$ cat src/rtl/prbs_led_status.sv
// Multi-lane PRBS error indicator: per-lane live/sticky/stretch LED FSMs sharing one
// blink generator, plus saturating per-lane error counters.
module prbs_led_lane #(
  parameter int STRETCH = 25_000_000,
  parameter int CNT_W   = 16
) (
  input  logic             clk,
  input  logic             reset,
  input  logic [1:0]       mode_i,
  input  logic             clear_i,
  input  logic             blink_i,
  input  logic             err_i,
  output logic             led_o,
  output logic [CNT_W-1:0] cnt_o,
  output logic             busy_o
);
  localparam int HW = (STRETCH > 1) ? $clog2(STRETCH) : 1;

  localparam logic [2:0] S_IDLE   = 3'd0;
  localparam logic [2:0] S_FIRST  = 3'd1;
  localparam logic [2:0] S_BURST  = 3'd2;
  localparam logic [2:0] S_HOLD   = 3'd3;
  localparam logic [2:0] S_STICKY = 3'd4;

  logic [2:0]       state_q, state_d, exit_st;
  logic [HW-1:0]    hold_q, hold_d;
  logic [CNT_W-1:0] cnt_q, cnt_d;
  logic             led_q, led_d;

  // Where FIRST/BURST go once the error strobe drops; mode 3 behaves as live.
  always_comb begin
    case (mode_i)
      2'd1:    exit_st = S_STICKY;
      2'd2:    exit_st = S_HOLD;
      default: exit_st = S_IDLE;
    endcase
  end

  always_comb begin
    state_d = state_q;
    hold_d  = hold_q;
    case (state_q)
      S_IDLE:  if (err_i) state_d = S_FIRST;
      S_FIRST, S_BURST: begin
        if (err_i) state_d = S_BURST;
        else begin
          state_d = exit_st;
          if (exit_st == S_HOLD) hold_d = HW'(STRETCH - 1);
        end
      end
      S_HOLD: begin
        if (err_i)                state_d = S_FIRST;
        else if (mode_i != 2'd2)  state_d = S_IDLE;
        else if (hold_q == '0)    state_d = S_IDLE;
        else                      hold_d  = hold_q - HW'(1);
      end
      S_STICKY: begin
        if (err_i)                state_d = S_BURST;
        else if (mode_i != 2'd1)  state_d = S_IDLE;
      end
      default: state_d = S_IDLE;
    endcase
  end

  assign led_d = (state_d == S_BURST) ? blink_i : (state_d != S_IDLE);
  assign cnt_d = (err_i && (cnt_q != '1)) ? cnt_q + CNT_W'(1) : cnt_q;

  always_ff @(posedge clk or negedge reset) begin
    if (!reset) begin
      state_q <= S_IDLE;
      hold_q  <= '0;
      cnt_q   <= '0;
      led_q   <= 1'b0;
    end else if (clear_i) begin
      state_q <= S_IDLE;
      hold_q  <= '0;
      cnt_q   <= '0;
      led_q   <= 1'b0;
    end else begin
      state_q <= state_d;
      hold_q  <= hold_d;
      cnt_q   <= cnt_d;
      led_q   <= led_d;
    end
  end

  assign led_o  = led_q;
  assign cnt_o  = cnt_q;
  assign busy_o = (state_q != S_IDLE);
endmodule

module prbs_led_status #(
  parameter int CHANNELS   = 4,
  parameter int BLINK_HALF = 12_500_000,
  parameter int STRETCH    = 25_000_000,
  parameter int CNT_W      = 16
) (
  input  logic                      clk,
  input  logic                      reset,
  input  logic [1:0]                mode,
  input  logic                      clear,
  input  logic [CHANNELS-1:0]       PRBS_error,
  output logic [CHANNELS-1:0]       led,
  output logic [CHANNELS*CNT_W-1:0] err_count,
  output logic                      any_error
);
  localparam int BW = $clog2(BLINK_HALF);

  logic [BW-1:0]       bcnt_q;
  logic                blink_q;
  logic                any_q;
  logic [CHANNELS-1:0] busy;

  // Shared blink generator; deliberately ignores clear so lanes stay in phase.
  always_ff @(posedge clk or negedge reset) begin
    if (!reset) begin
      bcnt_q  <= '0;
      blink_q <= 1'b0;
    end else if (bcnt_q == BW'(BLINK_HALF - 1)) begin
      bcnt_q  <= '0;
      blink_q <= ~blink_q;
    end else begin
      bcnt_q  <= bcnt_q + BW'(1);
    end
  end

  for (genvar i = 0; i < CHANNELS; i++) begin : g_lane
    prbs_led_lane #(.STRETCH(STRETCH), .CNT_W(CNT_W)) u_lane (
      .clk     (clk),
      .reset   (reset),
      .mode_i  (mode),
      .clear_i (clear),
      .blink_i (blink_q),
      .err_i   (PRBS_error[i]),
      .led_o   (led[i]),
      .cnt_o   (err_count[i*CNT_W +: CNT_W]),
      .busy_o  (busy[i])
    );
  end

  always_ff @(posedge clk or negedge reset) begin
    if (!reset) any_q <= 1'b0;
    else        any_q <= |busy;
  end

  assign any_error = any_q;
endmodule

$ cat config.mk
export PLATFORM = sky130hd
export DESIGN_NAME = prbs_led_status
export DESIGN_NICKNAME = d
export VERILOG_FILES = /design/src/rtl/prbs_led_status.sv
export SDC_FILE = /design/constraint.sdc
export NUM_CORES = 1
export LEC_CHECK = 0
export CAP_MARGIN = 20
export CORE_MARGIN = 8
export CORE_UTILIZATION = 40
export CTS_CLUSTER_SIZE = 40
export DETAILED_ROUTE_END_ITERATION = 10
export SLEW_MARGIN = 40
export SYNTH_ARGS = -nofsm -noshare
export SYNTH_HDL_FRONTEND = slang
export SYNTH_HIERARCHICAL = 1
export SYNTH_SLANG_ARGS = --single-unit
$ cat constraint.sdc
create_clock -name clk -period 3.1 [get_ports clk]
set_input_delay 0.93 -clock clk [delete_from_list [all_inputs] [get_ports clk]]
set_output_delay 0.93 -clock clk [all_outputs]
set_load 0.01 [all_outputs]
==> flow_summary.toml <==
[clock_tree]
cts_setup_buffers = 0
cts_tree = "built"
cts_hold_buf = 0
insertion_delay_ns = 0.52
cts.repair.resized = 0
clkTransAtPathRegs_ns = 0.05
cts-root-buf = "clkbuf_16"
cts_made_buffers = 25
h-tree-depth = 1
cts_num_sinks = 206
cts_buffer_depth = 3

[synthesis]
async_flop_share_pct = 100
synth_edf_count = 0
syn_area_mm2 = 0.0117
synth.net_count = 1280
yosysSeqAreaShare_pct = 44.1
ys_warn_count = 6
synth_cells = 1262
syn_area_per_cell_um2 = 9.27
synth.distinct_cells = 53
ys_ff_latch = 206
synth-main-ff-cell = "dfrtp_1"

[worst_setup_path]
r2r_end = "g_lane[1].u_lane/hold_q[0]"
start_kind = "flip-flop"
cp-end-kind = "flip-flop"
cp.arrival_ns = 3.26
path_class = "reg2reg"
r2r-start = "g_lane[1].u_lane/hold_q[0]"
crit_path_max_fanout = 11
r2r_setup_slack_ns = 0.24
reg2reg_depth = 7
worstPathRequired_ns = 3.50

[sta]
worst_pin_slew_ns = 0.662
fmax_mhz = 350
drv_slew = 0
relSlewSlack_pct = 55.6
skew_ns = 0.00964
rsz0062_at_grt = "false"
min_period_ns = 2.86
setup_tns_ns = 0
hold_viol = 0
finalSetupViolCount = 0
min_period_over_period_pct = 92.3

[flow_run]
cap_viol_max_count = 0

[die]
die_area_mm2 = 0.0350
dieWidth_um = 187
placementRows = 62
ioPinCount = 78
die_y_um = 187
start_util_pct = 40.6
coreArea_mm2 = 0.0288

[placement]
place_congestion = 0.802
io_buffers = 77
dp_hpwl_um = 20400

[routing]
drtIter0Drc = 650
routed-via-count = 10185
drc = 0
via_per_inst = 5.78
drt_pass1_iterations = 4
final_antenna_net_count = 0
wl_um = 30000
routedWlPerCell_um = 17.0

[min_path]
hp-class = "in2async"

[final_layout]
drive_above_1_share_pct = 10.6
finalNetCount = 1383
n_antenna_cell = 0
area_growth_pct = 19.1
fin_util_pct = 48.4

[global_routing]
grt-ovfl-total = 0
grt_max_degree = 66
grt_pass1_vias = 9936
antenna_found_initial = 0
grt_pass1_wl_um = 51000
grt_usage_pct = 16.7

[outcome]
outcome = "completed"

[power]
comb_power_share_pct = 10.3
switchingPower_uw = 1610
power_density_mw_per_mm2 = 458
p_sw_share_pct = 25.2
clock_power_share_pct = 43.4
ir_drop_uv = 340
p_leak_uw = 0.00568
seqPwrFrac_pct = 46.3
p_int_uw = 4770
==> cell families after synthesis <==
logic type / after synthesis / share of synthesized area (%)
and+or+nand+nor: 493 / 23.1
adders and majority gates: 9 / 0.963
buffers and inverters: 105 / 4.15
xor gates and xnor gates: 73 / 5.47
DFF: 206 / 44.1
muxes: 16 / 1.46
AOI/OAI and AO/OA: 360 / 20.8
==> synth_stat cells (all sizes together), types with 4 or more instances <==
master	n	area share, %
a21oi	110	4.7
o31a	4	0.30
o41a	4	0.39
a2bb2oi	16	1.2
or2	8	0.43
nand4b	4	0.30
o22a	56	4.2
xor2	65	4.9
and2	9	0.48
and3	18	0.97
a31oi	60	3.2
or4	47	3.1
a311oi	4	0.30
o21a	4	0.26
o21ai	41	2.1
clkbuf	43	1.4
mux2i	8	0.68
xnor2	8	0.60
or3b	5	0.37
a31o	4	0.30
nor4	30	1.6
o31ai	13	0.83
nor3b	9	0.58
a22oi	8	0.51
inv	29	0.93
o211ai	28	1.8
a211o	4	0.30
nor2b	17	0.91
and4	7	0.54
nand3b	8	0.51
dfrtp	206	44
buf	33	1.8
mux2	8	0.77
nand4	29	1.6
o211a	4	0.34
nand2	33	1.1
nor2	134	4.3
nand3	41	1.8
nor3	55	2.4
ha	9	0.96
or3	33	1.8
nand2b	4	0.21
==> sequential cells by signal, summed over array words and instances, names as in the netlist <==
name and cells:
bcnt_q 24, g_lane.u_lane/cnt_o 64, g_lane.u_lane/state_q 12, g_lane.u_lane/led_o 4, any_error 1, blink_q 1
g_lane.u_lane/hold_q 100
==> metal layers <==
metal	vias to the layer above	GRT usage, %	part of all wire (%)
met5	-	0	0
met4	0	4.03	1.5
met3	36	3.30	5.2
met2	204	26.5	45
met1	4959	23.2	48
li1	4986	-	-
==> worst max-delay path, stage by stage, from the launching register on <==
cell     delay (ns)
dfrtp_1        0.42
inv_1          0.07
ha_1           0.18
or3b_2         0.50
or4_4          0.58
o21ai_4        0.33
and2_1         0.31
mux2_2         0.36
==> cell type report <==
type                    count  area, um^2
multi-input cells         951        6050
inverters                  29         109
clock buffers              38         724
clock inverters             2        35.0
fillers                  2684       14900
flip-flops and latches    206        5150
well taps                 384         480
repair buffers            152        1370
==> placed cells by master, fill, tap and decap left out, types with 8 or more instances in the layout <==
master	count
o22a_1	56
nor4_1	30
clkbuf_1	8
nor2_1	134
and3_1	17
xor2_1	65
clkdlybuf4s50_1	75
nor3b_1	9
nand4_1	28
dfrtp_1	206
mux2_2	8
xnor2_1	8
o211ai_1	28
inv_1	29
buf_4	73
nand2_1	33
a2bb2oi_1	16
mux2i_1	8
or3_1	33
ha_1	9
and2_1	9
a31oi_1	60
a22oi_1	8
nand3b_1	8
or4_1	43
nand3_1	41
nor2b_1	17
a21oi_1	110
nor3_1	54
o21ai_0	33
or2_2	8
o31ai_1	13
clkbuf_16	25
==> metrics by stage <==
stage / worst slack [ns] / instances / hold WS, ns / total power, uW / instance area (um^2)
after global routing: 0.0788 / 1762 / 0.382 / 6660 / 13900
final: 0.240 / 1762 / 0.350 / 6380 / 13900
after CTS: 0.245 / 1762 / 0.352 / 6470 / 13900
after detailed placement: 0.0489 / 1722 / 0.479 / 3650 / 13200
after global placement: 0.0784 / 1722 / 0.481 / 3640 / 13200
after floorplan: 0.314 / 1262 / 0.455 / 3380 / 11700
==> power by group through the flow <==
stage / clock network [uW] / registers, uW / logic, uW
finish: 2770 / 2950 / 657
global route: 2960 / 2970 / 736
CTS: 2860 / 2950 / 664
detailed placement: 0 / 2990 / 662
global placement: 0 / 2990 / 647
floorplan: 0 / 2960 / 420
==> worst max path at each step <==
stage               slack [ns]                       start                     endpoint  depth (start not counted)
floorplan                 0.31  g_lane[0].u_lane/hold_q[0]   g_lane[0].u_lane/hold_q[0]                         10
CTS                       0.25  g_lane[2].u_lane/hold_q[0]   g_lane[2].u_lane/hold_q[0]                          7
global route              0.08  g_lane[2].u_lane/hold_q[0]   g_lane[2].u_lane/hold_q[0]                          7
global placement          0.08                     mode[1]  g_lane[1].u_lane/hold_q[18]                          8
finish                    0.24  g_lane[1].u_lane/hold_q[0]   g_lane[1].u_lane/hold_q[0]                          7
detailed placement        0.05                     mode[0]  g_lane[1].u_lane/hold_q[10]                          8
(Power assumes the default switching activity.)
